===== src/rtl/multi_servo_tester.sv =====
// Multi-channel servo pulse generator with a step/select control front end.
// A shared microsecond prescaler and frame counter drive CHANNELS PWM pins.
// Each channel has a target width, adjusted by step pulses and clamped to
// [MIN_US, MAX_US]. Each channel also has an applied width (cur), which
// follows the target only at frame boundaries, optionally slew-limited.
module multi_servo_tester #(
  parameter int CHANNELS  = 4,
  parameter int CLK_MHZ   = 100,
  parameter int FRAME_US  = 20000,
  parameter int MIN_US    = 1000,
  parameter int MAX_US    = 2000,
  parameter int CENTER_US = 1500,
  parameter int STEP_US   = 100,
  parameter int SLEW_US   = 0
) (
  input  logic                CLK,
  input  logic                RST_N,
  input  logic                step_up,
  input  logic                step_dn,
  input  logic                ch_next,
  output logic [CHANNELS-1:0] CONTROL_PINS,
  output logic [3:0]          SEL,
  output logic [15:0]         PULSE_LEN
);

  localparam int               PRE_W      = (CLK_MHZ > 1) ? $clog2(CLK_MHZ) : 1;
  localparam logic [PRE_W-1:0] PRE_LAST   = PRE_W'(CLK_MHZ - 1);
  localparam logic [15:0]      FRAME_LAST = 16'(FRAME_US - 1);
  localparam logic [15:0]      MIN16      = 16'(MIN_US);
  localparam logic [15:0]      MAX16      = 16'(MAX_US);
  localparam logic [15:0]      CENTER16   = 16'(CENTER_US);
  localparam logic [15:0]      STEP16     = 16'(STEP_US);
  localparam logic [15:0]      SLEW16     = 16'(SLEW_US);
  localparam logic [16:0]      MIN17      = 17'(MIN_US);
  localparam logic [16:0]      MAX17      = 17'(MAX_US);
  localparam logic [16:0]      STEP17     = 17'(STEP_US);
  localparam logic [3:0]       LAST_CH    = 4'(CHANNELS - 1);

  logic [PRE_W-1:0]    prescaler;
  logic [15:0]         frame_us;
  logic                us_tick;
  logic                frame_end;
  logic [15:0]         target      [CHANNELS];
  logic [15:0]         cur         [CHANNELS];
  logic [15:0]         target_next [CHANNELS];
  logic [15:0]         cur_next    [CHANNELS];
  logic [CHANNELS-1:0] pins_next;
  logic [15:0]         sel_len;

  // Clamped step of one target. A 17-bit sum keeps the upper compare free of
  // wrap, and the lower bound is compared before subtracting so no underflow.
  function automatic logic [15:0] step_target(input logic [15:0] t,
                                               input logic up,
                                               input logic dn);
    logic [16:0] wide;
    wide        = {1'b0, t};
    step_target = t;
    if (up && !dn) begin
      step_target = (wide + STEP17 > MAX17) ? MAX16 : t + STEP16;
    end else if (dn && !up) begin
      step_target = (wide >= MIN17 + STEP17) ? t - STEP16 : MIN16;
    end
  endfunction

  // Move the applied width toward the target by at most SLEW_US (0 = jump).
  function automatic logic [15:0] slew_toward(input logic [15:0] t,
                                              input logic [15:0] c);
    slew_toward = c;
    if (SLEW_US == 0) begin
      slew_toward = t;
    end else if (t > c) begin
      slew_toward = (t - c > SLEW16) ? c + SLEW16 : t;
    end else if (c > t) begin
      slew_toward = (c - t > SLEW16) ? c - SLEW16 : t;
    end
  endfunction

  assign us_tick   = (prescaler == PRE_LAST);
  assign frame_end = us_tick && (frame_us == FRAME_LAST);

  // Next-state values for the per-channel registers, the pins and the readback mux.
  always_comb begin
    // NOTE: every output of this block gets a default first, so no path leaves
    // a value unassigned and no latch is inferred.
    sel_len   = '0;
    pins_next = '0;
    for (int i = 0; i < CHANNELS; i++) begin
      target_next[i] = (SEL == 4'(i)) ? step_target(target[i], step_up, step_dn)
                                      : target[i];
      cur_next[i]    = slew_toward(target[i], cur[i]);
      pins_next[i]   = (frame_us < cur[i]);
      if (SEL == 4'(i)) sel_len = target[i];
    end
  end

  // Shared microsecond prescaler and frame position counter.
  always_ff @(posedge CLK or negedge RST_N) begin
    if (!RST_N) begin
      // NOTE: sequential state always uses non-blocking assignments, so every
      // register samples pre-edge values regardless of block ordering.
      prescaler <= '0;
      frame_us  <= '0;
    end else begin
      prescaler <= us_tick ? '0 : prescaler + 1'b1;
      if (us_tick) frame_us <= frame_end ? '0 : frame_us + 16'd1;
    end
  end

  // Per-channel target and applied widths. Applied width moves only at frame end.
  always_ff @(posedge CLK or negedge RST_N) begin
    if (!RST_N) begin
      // NOTE: this is a small flop array rather than a RAM, and every entry
      // must come up centred, so the whole array is reset.
      for (int i = 0; i < CHANNELS; i++) begin
        target[i] <= CENTER16;
        cur[i]    <= CENTER16;
      end
    end else begin
      for (int i = 0; i < CHANNELS; i++) begin
        target[i] <= target_next[i];
        if (frame_end) cur[i] <= cur_next[i];
      end
    end
  end

  // Channel selection and selected-target readback (uses the pre-edge SEL for steps).
  always_ff @(posedge CLK or negedge RST_N) begin
    if (!RST_N) begin
      SEL       <= '0;
      PULSE_LEN <= CENTER16;
    end else begin
      if (ch_next) SEL <= (SEL == LAST_CH) ? 4'd0 : SEL + 4'd1;
      PULSE_LEN <= sel_len;
    end
  end

  // Registered servo outputs; high while the frame position is below the applied width.
  always_ff @(posedge CLK or negedge RST_N) begin
    if (!RST_N) begin
      CONTROL_PINS <= '0;
    end else begin
      CONTROL_PINS <= pins_next;
    end
  end

endmodule


===== config.mk =====
export PLATFORM = sky130hd
export DESIGN_NAME = multi_servo_tester
export DESIGN_NICKNAME = d
export VERILOG_FILES = /design/src/rtl/multi_servo_tester.sv
export SDC_FILE = /design/constraint.sdc
export NUM_CORES = 1
export LEC_CHECK = 0
export BUFFER_PORTS_ARGS = -buffer_cell sky130_fd_sc_hd__buf_4
export CORE_AREA = 4 4 153 155
export CTS_CLUSTER_SIZE = 30
export DETAILED_ROUTE_END_ITERATION = 6
export DIE_AREA = 0 0 157 159
export GPL_ROUTABILITY_DRIVEN = 0
export PLACE_DENSITY = 0.7
export SLEW_MARGIN = 15
export SYNTH_ARGS = -nofsm -noshare
export SYNTH_HDL_FRONTEND = slang
export SYNTH_SLANG_ARGS = --single-unit

===== constraint.sdc =====
create_clock -name CLK -period 2 [get_ports CLK]
set_input_delay 0.4 -clock CLK [delete_from_list [all_inputs] [get_ports CLK]]
set_output_delay 0.4 -clock CLK [all_outputs]
set_load 0.05 [all_outputs]

* Word-level counts from Yosys, hierarchy flattened
Index checks and enable logic that the tools add are counted.
** Word-level totals
- Memory bits (read-only) :: 0
- Memories :: 0
- Logic and storage cells :: 79
- Memory bits (writable) :: 0
- Output and inout bits :: 24
- Bits in latches :: 0
- Bits in registers :: 175
** Cells by class
- Mux-type cells :: 23
- $mul :: 0
- $add $sub $neg :: 15
- Magnitude comparators :: 12
- Shifts and indexed selects :: 0
- Eq/ne operators :: 5
- Divide/modulo/power cells :: 0
- Reductions and logical operators :: 11
- Bitwise gates (word level) :: 0
** Operator list (number)
- $mux W16 :: 21
- $add A16 B7 Y17 const B :: 4
- $gt A17 B11 Y1 const B :: 4
- $add A16 B7 Y16 const B :: 4
- $ge A16 B11 Y1 const B :: 4
- $lt A16 B16 Y1 :: 4
- $sub A16 B7 Y16 const B :: 4
- $add A16 B1 Y16 const B :: 1
- $eq A16 B15 Y1 const B :: 1
- $eq A4 B2 Y1 const B :: 2
- $reduce_and A2 Y1 :: 4
- $add A7 B1 Y7 const B :: 1
- $eq A7 B7 Y1 const B :: 1
- $mux W7 :: 1
- $add A4 B1 Y4 const B :: 1
- $eq A4 B1 Y1 const B :: 1
- $logic_not A4 Y1 :: 1
- $mux W4 :: 1
- $logic_and A1 B1 Y1 :: 3
- $logic_not A1 Y1 :: 2
- $reduce_bool A2 Y1 :: 1

* Longest topological paths before layout
Gate-level depths: netlist (run 1).
- Depth in word-level cells :: 5
- Mapped depth :: 10
- Mapped depth without buffers :: 8

* Worst setup path after synthesis (run 1)
Ideal clock, no wire load.
- Path kind :: flip-flop to flip-flop
- Start point :: register SEL[0]
- End point :: register target (netlist bit cur_next[29])
- Cell stages (with the launch flop) :: 10
- Library setup time :: 0.133 ns
- Buffers on the path :: 3
- Data arrival time :: 2.316 ns
- Setup slack :: -0.449 ns
- Path through :: dfrtp_1 -> inv_1 -> ha_1 -> or3b_2 -> clkbuf_1 -> or2_2 -> clkbuf_1 -> buf_2 -> o21ai_0 -> o41ai_1
** On the way
- Longest elaborated chain between the ends :: 2
** RTL lines
- start: declaration :: RTL line 22 : output logic [3:0] SEL,
- start signal: assignment :: RTL line 132 : if (ch_next) SEL <= (SEL == LAST_CH) ? 4'd0 : SEL + 4'd1;
- $eq A4 B2 Y1 :: RTL line 88 : target_next[i] = (SEL == 4'(i)) ? step_target(target[i], step_up, step_dn)
- $reduce_and A2 Y1 (no line)
- end signal: indexed assignment :: RTL line 120 : target[i] <= target_next[i];
- end: declaration :: RTL line 43 : logic [15:0] target [CHANNELS];
No other way between the ends.
A chain may end at the register's enable or synchronous reset.

* Worst setup path after layout (run 1)
- Start point :: register target (netlist bit cur_next[34])
- End point :: register target (netlist bit cur_next[37])
** On the way
- Longest elaborated chain between the ends :: 4
- Elaborated cells between the ends (all ways) :: 9
** RTL lines
- $add A16 B7 Y17 (tied with other cells) :: RTL line 59 : step_target = (wide + STEP17 > MAX17) ? MAX16 : t + STEP16;
- $gt A17 B11 Y1 or $mux W16 (tied branches) :: RTL line 59, 61
- $mux W16, on equally long branches :: RTL line 59, 60
- $mux W16 * :: RTL line 58 : if (up && !dn) begin
Every way passes the cells marked *; elsewhere a longest branch is shown, timed or not. The select of a mux whose other input is x is not followed.

==> metrics.yaml, run 1 <==
synth_seq_cells: 158
yosysSeqAreaShare: 0.370
fin_ws_ns: -0.199
synthCells: 1246
rr_worst_depth: 7
numPortBuffers: 28
numClockSinks: 158
route.met2.wl_um: 17100
final_cell_count_no_fill: 1770
wl_met1_um: 14400
core_um2: 21800
finalCritPeriodShare: 1.10
wl_met3_um: 2670
hp-class: "in2reg"
cp-start-kind: "flop"
totalWireLength_um: 35800
drive_above_1_share: 0.408
final_cell_mix: "buf_4, nand2_1, dfrtp_1"
grt_pass1_wl_um: 53900
place_ws_ns: -0.245
clk_latency_ns: 0.45
violations: "setup timing"
final_hold_viol_count: 0
ys.flop_type: "dfrtp_1"
yosys_warnings: 0
status: "finished, violations left"
die_w_um: 157
syn_area_per_cell_um2: 8.74
cts_buffer_depth: 2
syn_nets: 1326
arrival_ns: 2.52
layout_commonest_cell: "buf_4"
whs_path_depth: 2
area_delta_synth_final_pct: 39.6
syn_area_um2: 10900
fmax_mhz: 455
async_flop_share: 1.00
first_pass_iters: 6
max_cap_violations: 0
drt-wirelength-per-cell_um: 20.2
htree_levels: 4
via_per_inst: 6.18
slew_viol_final: 0
clk_transition_reported_paths_ns: 0.08
nets: 1557
cts_tree: "built"
drt_iter0_drc: 969
fp-row-count: 54
leakage_nw: 6.48
grt_max_degree: 45
whs_ns: 0.172
worstPathRequired_ns: 2.32
critPathKind: "reg2reg"
cp_max_fo: 7
rsz0062_at_grt: "yes"
dieArea_um2: 25000
antenna_found_initial: 0
p_total_mw: 20.9
die_h_um: 159
ir_drop_mv: 0.773
cts_made_buffers: 17
drc_errors: 0
placedCellCount: 1669
synth_edf_count: 0
dp_hpwl_um: 22800
root_buffer: "clkbuf_16"
skew_ns: 0.0135
worst_setup_path_end_kind: "flop"
synth_cell_types: 89
finalSetupViolCount: 104
initial_utilization: 0.499
fillerInstances: 1571
ios: 29
pwr_density_cell_nw_per_um2: 1380
gr-usage-all-layers: 0.264
overflow: 0
dr_total_vias: 10900
routed.top_layer: "met4"
fin_crit_ns: 2.20
diodes: 0
grt_pass1_vias: 10400
drtAntennaViolNets: 0
-- kinds of logic after synthesis --
kind of cell,synth area share
xor+xnor,0.0249
compound gates,0.259
fa+ha+maj,0.0862
simple gates,0.173
other cells,0.000344
buf+inv,0.0771
mux,0.00931
flops,0.370
-- registers in the layout, indices dropped and copies added (netlist names) --
name,flops
SEL,4
frame_us,16
PULSE_LEN,15
CONTROL_PINS,4
prescaler,7
cur,56
cur_next,56
-- power breakdown --
| group | switching, mW | internal, mW | total, mW | leakage, nW |
|---|---|---|---|---|
| sequential | 0.783 | 4.02 | 4.80 | 1.92 |
| combinational | 7.07 | 5.77 | 12.8 | 4.29 |
| clock | 1.45 | 1.85 | 3.31 | 0.278 |
-- cells in the mapped netlist, types with 8 or more instances --
cell      count  area share
and3_1       13      0.0075
o21ai_0     135       0.062
buf_2        41       0.019
mux2i_1       9      0.0083
dfstp_2      63        0.15
nand2b_1     15      0.0086
or3_1         9      0.0052
dfrtp_1      95        0.22
a211o_1      10      0.0080
a21oi_1      49       0.023
a21o_1       18       0.012
inv_1        91       0.031
nor4_1       16      0.0092
o41ai_1       8      0.0064
a221oi_1      8      0.0064
o21ai_1       9      0.0041
o21a_1       28       0.019
o31a_1       14       0.011
buf_6         8      0.0083
xnor2_1      24       0.019
ha_1         75       0.086
nand3_1      31       0.014
nand4_1      16      0.0092
o31ai_1      21       0.014
nor2_1       75       0.026
clkbuf_1     42       0.014
nand2_1     143       0.049
nor3_1       21      0.0097
-- area by class of cell --
class	count	area, um^2	share of cell area
multi-input combinational	899	7100	0.467
sequential	158	4050	0.266
timing repair buffer	310	2760	0.182
clock buffer	17	425	0.0280
tap	280	350	0.0230
inverter	91	347	0.0228
clock inverter	15	164	0.0108
-- layer usage --
| metal | vias up | global-route usage |
|---|---|---|
| met5 | - | 0 |
| met3 | 132 | 0.0416 |
| met2 | 568 | 0.427 |
| met4 | 0 | 0.0955 |
| li1 | 4941 | - |
| met1 | 5293 | 0.358 |
-- worst max-delay path, cell delays in order (launching register included) --
cell and delay, ns:
dfstp_2 0.60, ha_4 0.22, a21oi_4 0.09, nor4_4 0.31
a21oi_2 0.09, o311ai_4 0.38, nor2_2 0.10, a221o_1 0.29
-- per-stage QoR --
step | TNS, ns | utilization | area, um^2
finish | -13.01 | 0.696 | 15200
CTS | -5.48 | 0.652 | 14200
floorplan | -0.979 | - | 11200
detailed placement | -12.16 | 0.592 | 12900
global placement | -9.04 | 0.592 | 12900
global route | -21.30 | 0.696 | 15200
-- timing repair --
action,4_1_cts,5_1_grt
pin swaps,48,61
gates cloned,4,4
setup endpoints to repair,108,122
buffers inserted,34,27
hold buffers,1,0
gates resized for setup,93,182
endpoints found under the hold margin,21,0
-- path summary, 6_finish.rpt --
kind                                            end  slack [ns]                startpoint
setup / recovery           cur_next[37]$_DFFE_PN0P_       -0.20  cur_next[34]$_DFFE_PN1P_
min in group asynchronous  cur_next[25]$_DFFE_PN0P_        0.46                     RST_N
setup reg to reg           cur_next[37]$_DFFE_PN0P_       -0.20  cur_next[34]$_DFFE_PN1P_
hold / removal                   SEL[1]$_DFFE_PN0P_        0.17                   ch_next
max in group asynchronous        cur[7]$_DFFE_PN1P_        0.83                     RST_N
hold reg to reg                 cur[35]$_DFFE_PN1P_        0.50       cur[35]$_DFFE_PN1P_
(Power assumes the default switching activity.)
==> run 2, diff against run 1 <==
BUFFER_PORTS_ARGS = -buffer_cell sky130_fd_sc_hd__buf_2   (was -buffer_cell sky130_fd_sc_hd__buf_4)
CORE_AREA = 4 4 159 161   (was 4 4 153 155)
DIE_AREA = 0 0 163 165   (was 0 0 157 159)
PLACE_DENSITY = 0.66   (was 0.7)
==> run 2 against run 1 <==
The run still ends with setup timing left; via count is 1.0% lower; power is 1.4% higher; sequential cell count stayed put; register-to-register slack hardly changed; first-iteration DRC count is 1.5% higher; cell area is 3.1% higher; count of clock-buffer cells in the layout is 3 higher; global-route usage is 0.79 points lower; cell count is 4.1% higher.
==> metrics.yaml, run 2 (synthesized netlist as in run 1, its figures left out) <==
tightest_slew_ns: 0.543
drtAntennaViolNets: 0  # unchanged
die_w_um: 163  # +3.8%
finalCritPeriodShare: 1.10  # +0.00301
arrival_ns: 2.53  # about the same
root_buffer: "clkbuf_16"
dp_hpwl_um: 23400  # +3.0%
ir_drop_mv: 0.830  # +7.3%
max_cap_violations: 0  # unchanged
initial_utilization: 0.454  # -0.0446
drive_above_1_share: 0.436  # +0.0280
antenna_found_initial: 0  # unchanged
cpPeakStageDelay_ns: 0.46  # -0.14 ns
gr-usage-all-layers: 0.256  # -0.00785
fin_setup_tns_ns: -9.31  # +3.70 ns
final_hold_viol_count: 0  # unchanged
drt_iter0_drc: 984  # +1.5%
fillerInstances: 1835  # +17%
grt_pass1_vias: 10500  # +1.2%
clk_transition_reported_paths_ns: 0.07  # about the same
totalWireLength_um: 36000  # +0.58%
slowest_stage: "dfrtp_2"
slew_headroom: 0.638
cp_max_fo: 6  # -1
drt-wirelength-per-cell_um: 19.5  # -3.4%
dr_total_vias: 10800  # -1.0%
place_ws_ns: -0.242  # +0.00331 ns
fin_ws_ns: -0.205  # -0.00603 ns
status: "finished, violations left"
clk_latency_ns: 0.44  # about the same
htree_levels: 4  # unchanged
final_cell_mix: "buf_4, nand2_1, dfrtp_1"
via_per_inst: 5.87  # -4.9%
worstPathRequired_ns: 2.33  # about the same
critPathKind: "reg2reg"
finalSetupViolCount: 101  # -2.9%
fin_crit_ns: 2.21  # +0.00603 ns
overflow: 0  # unchanged
crit_chain: "buf_12 > a211oi_4 > buf_4 > nand4_1 > o311a_1 > o311ai_4 > nor2_2 > a221o_1"
worst_setup_path_end_kind: "flop"
skew_ns: 0.0136  # +0.000124 ns
fmax_mhz: 453  # -0.27%
utilization: 0.654  # -0.0428
first_pass_iters: 5  # -1
rsz0062_at_grt: "yes"
diodes: 0  # unchanged
slew_viol_final: 0  # unchanged
hp-class: "in2reg"
dieArea_um2: 26900  # +7.7%
grt_max_degree: 48  # +6.7%
ios: 29  # unchanged
drc_errors: 0  # unchanged
cp-start-kind: "flop"
violations: "setup timing"
cts_buffer_depth: 2  # unchanged
pwr_density_cell_nw_per_um2: 1360  # -1.6%
numClockSinks: 158  # unchanged
die_h_um: 165  # +3.8%
layout_commonest_cell: "buf_4"
grt_pass1_wl_um: 54700  # +1.4%
core_um2: 24000  # +9.8%
cts_made_buffers: 17  # unchanged
area_delta_synth_final_pct: 43.8
numPortBuffers: 28  # unchanged
cts_tree: "built"
leakage_nw: 6.82  # +5.2%
fp-row-count: 57  # +5.6%
nets: 1585  # +1.8%
==> run 2: per-layer routing <==
| metal | part of all wire | track usage | vias to the layer above |
|---|---|---|---|
| met4 | 0.046 | 0.109 | 0 |
| li1 | - | - | 5013 |
| met3 | 0.058 | 0.0414 | 116 |
| met2 | 0.49 | 0.435 | 436 |
| met1 | 0.40 | 0.325 | 5255 |
| met5 | 0 | 0 | - |
==> run 2: cell type report <==
type,instances,area [um^2],share of cell area
Multi-Input combinational cell,899,7200,0.459
Sequential cell,158,4040,0.258
Timing Repair Buffer,338,3070,0.196
Clock buffer,20,447,0.0285
Tap cell,324,405,0.0259
Inverter,91,347,0.0221
Clock inverter,12,160,0.0102
==> run 2: final timing paths <==
check	startpoint	endpoint	slack (ns)	cells after the start
worst max-delay path	cur_next[37]$_DFFE_PN0P_	cur_next[37]$_DFFE_PN0P_	-0.21	8
worst min-delay path	ch_next	SEL[0]$_DFFE_PN0P_	0.22	2
worst max register to register	cur_next[37]$_DFFE_PN0P_	cur_next[37]$_DFFE_PN0P_	-0.21	8
worst min register to register	cur[19]$_DFFE_PN1P_	cur[19]$_DFFE_PN1P_	0.49	2
max in group asynchronous	RST_N	PULSE_LEN[8]$_DFF_PN1_	0.84	3
min in group asynchronous	RST_N	PULSE_LEN[1]$_DFF_PN0_	0.48	2
==> run 2: report_power, final <==
part / internal [mW] / switching, mW / leakage [nW]
clock: 2.01 / 1.44 / 0.284
combinational: 5.98 / 7.11 / 4.61
sequential: 4.01 / 0.700 / 1.92
total: 12.0 / 9.24 / 6.82
==> run 2: through the flow <==
stage | cells | instance area (um^2) | hold WS (ns) | power [mW]
after CTS | 1812 | 14800 | 0.219 | 19.7
final | 1842 | 15700 | 0.222 | 21.2
after global placement | 1738 | 13100 | 0.378 | 14.8
after global routing | 1842 | 15700 | 0.228 | 22.3
after detailed placement | 1738 | 13100 | 0.381 | 15.0
after floorplan | 1246 | 11200 | 0.104 | 10.7
==> run 2: timing repair <==
action                                  4_1_cts  5_1_grt
hold buffers                                  1        0
endpoints found under the setup margin      108      121
resized for setup                           150      171
pin swaps                                    46       79
endpoints found under the hold margin        28        0
gates cloned                                  7        4
buffers inserted                             35       29
==> run 2: worst max-delay path, delay by kind of cell (launching register included) <==
kind / cells / cell delay, ns
buffers and inverters: 2 / 0.31
DFF: 1 / 0.46
and+or+nand+nor: 2 / 0.18
AOI/OAI and AO/OA: 4 / 1.14
==> run 3, diff against run 2 <==
SKIP_LAST_GASP = 1   (was default)
==> run 3 against run 2 <==
The run still ends with setup timing left; power decreased by 0.79%; largest cell class unchanged; non-clock buffer count is 2 higher; sequential cell count unchanged; sequential share of layout area fell by 0.068 points; critical endpoint is now cur[61]$_DFFE_PN0P_; global-route usage is the same.
==> metrics.yaml, run 3 (synthesized netlist as in run 1, its figures left out) <==
numClockSinks: 158  # unchanged
utilization: 0.655  # +0.00172
dp_hpwl_um: 23400  # unchanged
ios: 29  # unchanged
grt_pass1_vias: 10500  # +0.047%
whs_path_depth: 2  # unchanged
area_delta_synth_final_pct: 44.2
reg2reg_to: "cur[61]$_DFFE_PN0P_"
hp-class: "in2reg"
antenna_found_initial: 0  # unchanged
cp_max_fo: 6  # unchanged
drt_iter0_drc: 980  # -0.41%
reg2reg_from: "prescaler[1]$_DFF_PN0_"
drc_errors: 0  # unchanged
placed_area_um2: 13100  # unchanged
grt_pass1_wl_um: 54600  # -0.11%
gr-usage-all-layers: 0.256  # unchanged
worstPathRequired_ns: 2.35  # +0.02 ns
clk_latency_ns: 0.44  # about the same
slew_viol_final: 0  # unchanged
fmax_mhz: 453  # -0.20%
finalCritPeriodShare: 1.10  # +0.00218
slew_headroom: 0.647  # +0.00906
skew_ns: 0.0149  # +0.00132 ns
cts_buffer_depth: 2  # unchanged
fin_crit_ns: 2.21  # +0.00437 ns
dieArea_um2: 26900  # unchanged
cts_made_buffers: 17  # unchanged
drt-wirelength-per-cell_um: 19.8  # +1.2%
layout_commonest_cell: "buf_4"
dr_total_vias: 11000  # +1.2%
final_cell_mix: "buf_4, nand2_1, dfrtp_1"
cts_tree: "built"
violations: "setup timing"
rr_worst_depth: 10  # +2
grt_max_degree: 48  # unchanged
critPathKind: "reg2reg"
max_cap_violations: 0  # unchanged
reg2reg_slack_ns: -0.21  # about the same
worst_setup_path_end_kind: "flop"
diodes: 0  # unchanged
drive_above_1_share: 0.438  # +0.00140
leakage_nw: 6.81  # -0.12%
via_per_inst: 5.94  # +1.1%
overflow: 0  # unchanged
final_hold_viol_count: 0  # unchanged
drtAntennaViolNets: 0  # unchanged
cp-start-kind: "flop"
totalWireLength_um: 36400  # +1.3%
fillerInstances: 1832  # -0.16%
htree_levels: 4  # unchanged
finalSetupViolCount: 98  # -3.0%
numPortBuffers: 28  # unchanged
core_um2: 24000  # unchanged
final_cell_count_no_fill: 1844  # +0.11%
whs_ns: 0.214  # -0.00855 ns
ir_drop_mv: 0.832  # +0.18%
nets: 1587  # +0.13%
arrival_ns: 2.56  # +0.03 ns
die_h_um: 165  # unchanged
die_w_um: 163  # unchanged
tightest_slew_ns: 0.529  # -0.0136 ns
initial_utilization: 0.454  # unchanged
final_area_um2: 15700  # +0.26%
clk_transition_reported_paths_ns: 0.07  # about the same
rsz0062_at_grt: "yes"
fin_ws_ns: -0.210  # -0.00437 ns
status: "finished, violations left"
hold_path_end: "SEL[1]$_DFFE_PN0P_"
root_buffer: "clkbuf_16"
placedCellCount: 1738  # unchanged
fp-row-count: 57  # unchanged
first_pass_iters: 7  # +2
min_from: "ch_next"
pwr_density_cell_nw_per_um2: 1340  # -1.0%
-- run 3: area by class of cell --
class | instances | area (um^2) | area share
timing repair buffer | 340 | 3110 | 0.198
clock buffer | 20 | 447 | 0.0284
inverter | 91 | 349 | 0.0222
tap | 324 | 405 | 0.0258
multi-input combinational | 899 | 7190 | 0.458
sequential | 158 | 4040 | 0.257
clock inverter | 12 | 160 | 0.0102
-- run 3: layer usage --
metal / wire length (um) / vias to the layer above / track usage
met5: 0 / - / 0
met3: 2280 / 123 / 0.0427
met2: 17900 / 478 / 0.435
met4: 1670 / 0 / 0.110
met1: 14600 / 5338 / 0.324
li1: - / 5016 / -
-- run 3: through the flow --
stage	setup slack, ns	TNS [ns]	total power [mW]
after CTS	-0.151	-7.95	19.6
after detailed placement	-0.242	-10.82	15.0
final	-0.210	-9.90	21.1
after global routing	-0.280	-17.38	22.1
after global placement	-0.227	-8.37	14.8
after floorplan	-0.116	-0.979	10.7
-- run 3: worst max path at each step --
stage / start / to / slack [ns] / depth (start not counted)
after floorplan: SEL[0]$_DFFE_PN0P_ / cur_next[21]$_DFFE_PN0P_ / -0.12 / 9
after global placement: cur_next[2]$_DFFE_PN1P_ / cur_next[7]$_DFFE_PN1P_ / -0.23 / 9
after detailed placement: cur_next[3]$_DFFE_PN1P_ / cur_next[7]$_DFFE_PN1P_ / -0.24 / 9
after CTS: cur_next[34]$_DFFE_PN1P_ / cur_next[46]$_DFFE_PN0P_ / -0.15 / 9
after global routing: frame_us[0]$_DFFE_PN0N_ / cur[61]$_DFFE_PN0P_ / -0.28 / 10
final: prescaler[1]$_DFF_PN0_ / cur[61]$_DFFE_PN0P_ / -0.21 / 10
-- run 3: power breakdown --
group	internal [mW]	total (mW)	leakage, nW	switching (mW)
logic	5.87	12.9	4.60	7.04
registers	4.01	4.71	1.92	0.703
clock network	2.01	3.45	0.284	1.44
-- run 3: repair_timing --
action / 4_1_cts / 5_1_grt
resized for setup: 122 / 193
cloned: 7 / 7
pin swaps: 45 / 69
endpoints found under the hold margin: 28 / 0
hold buffers: 1 / 0
setup buffers: 35 / 28
setup endpoints to repair: 108 / 121
-- run 3: critical path, stage by stage (launching register included) --
cell       delay, ns
dfrtp_1         0.39
ha_4            0.17
nand4bb_4       0.11
or4_4           0.52
nor2_4          0.11
and4_4          0.26
buf_12          0.15
buf_12          0.12
clkbuf_16       0.15
nand2_2         0.05
o21ai_1         0.10
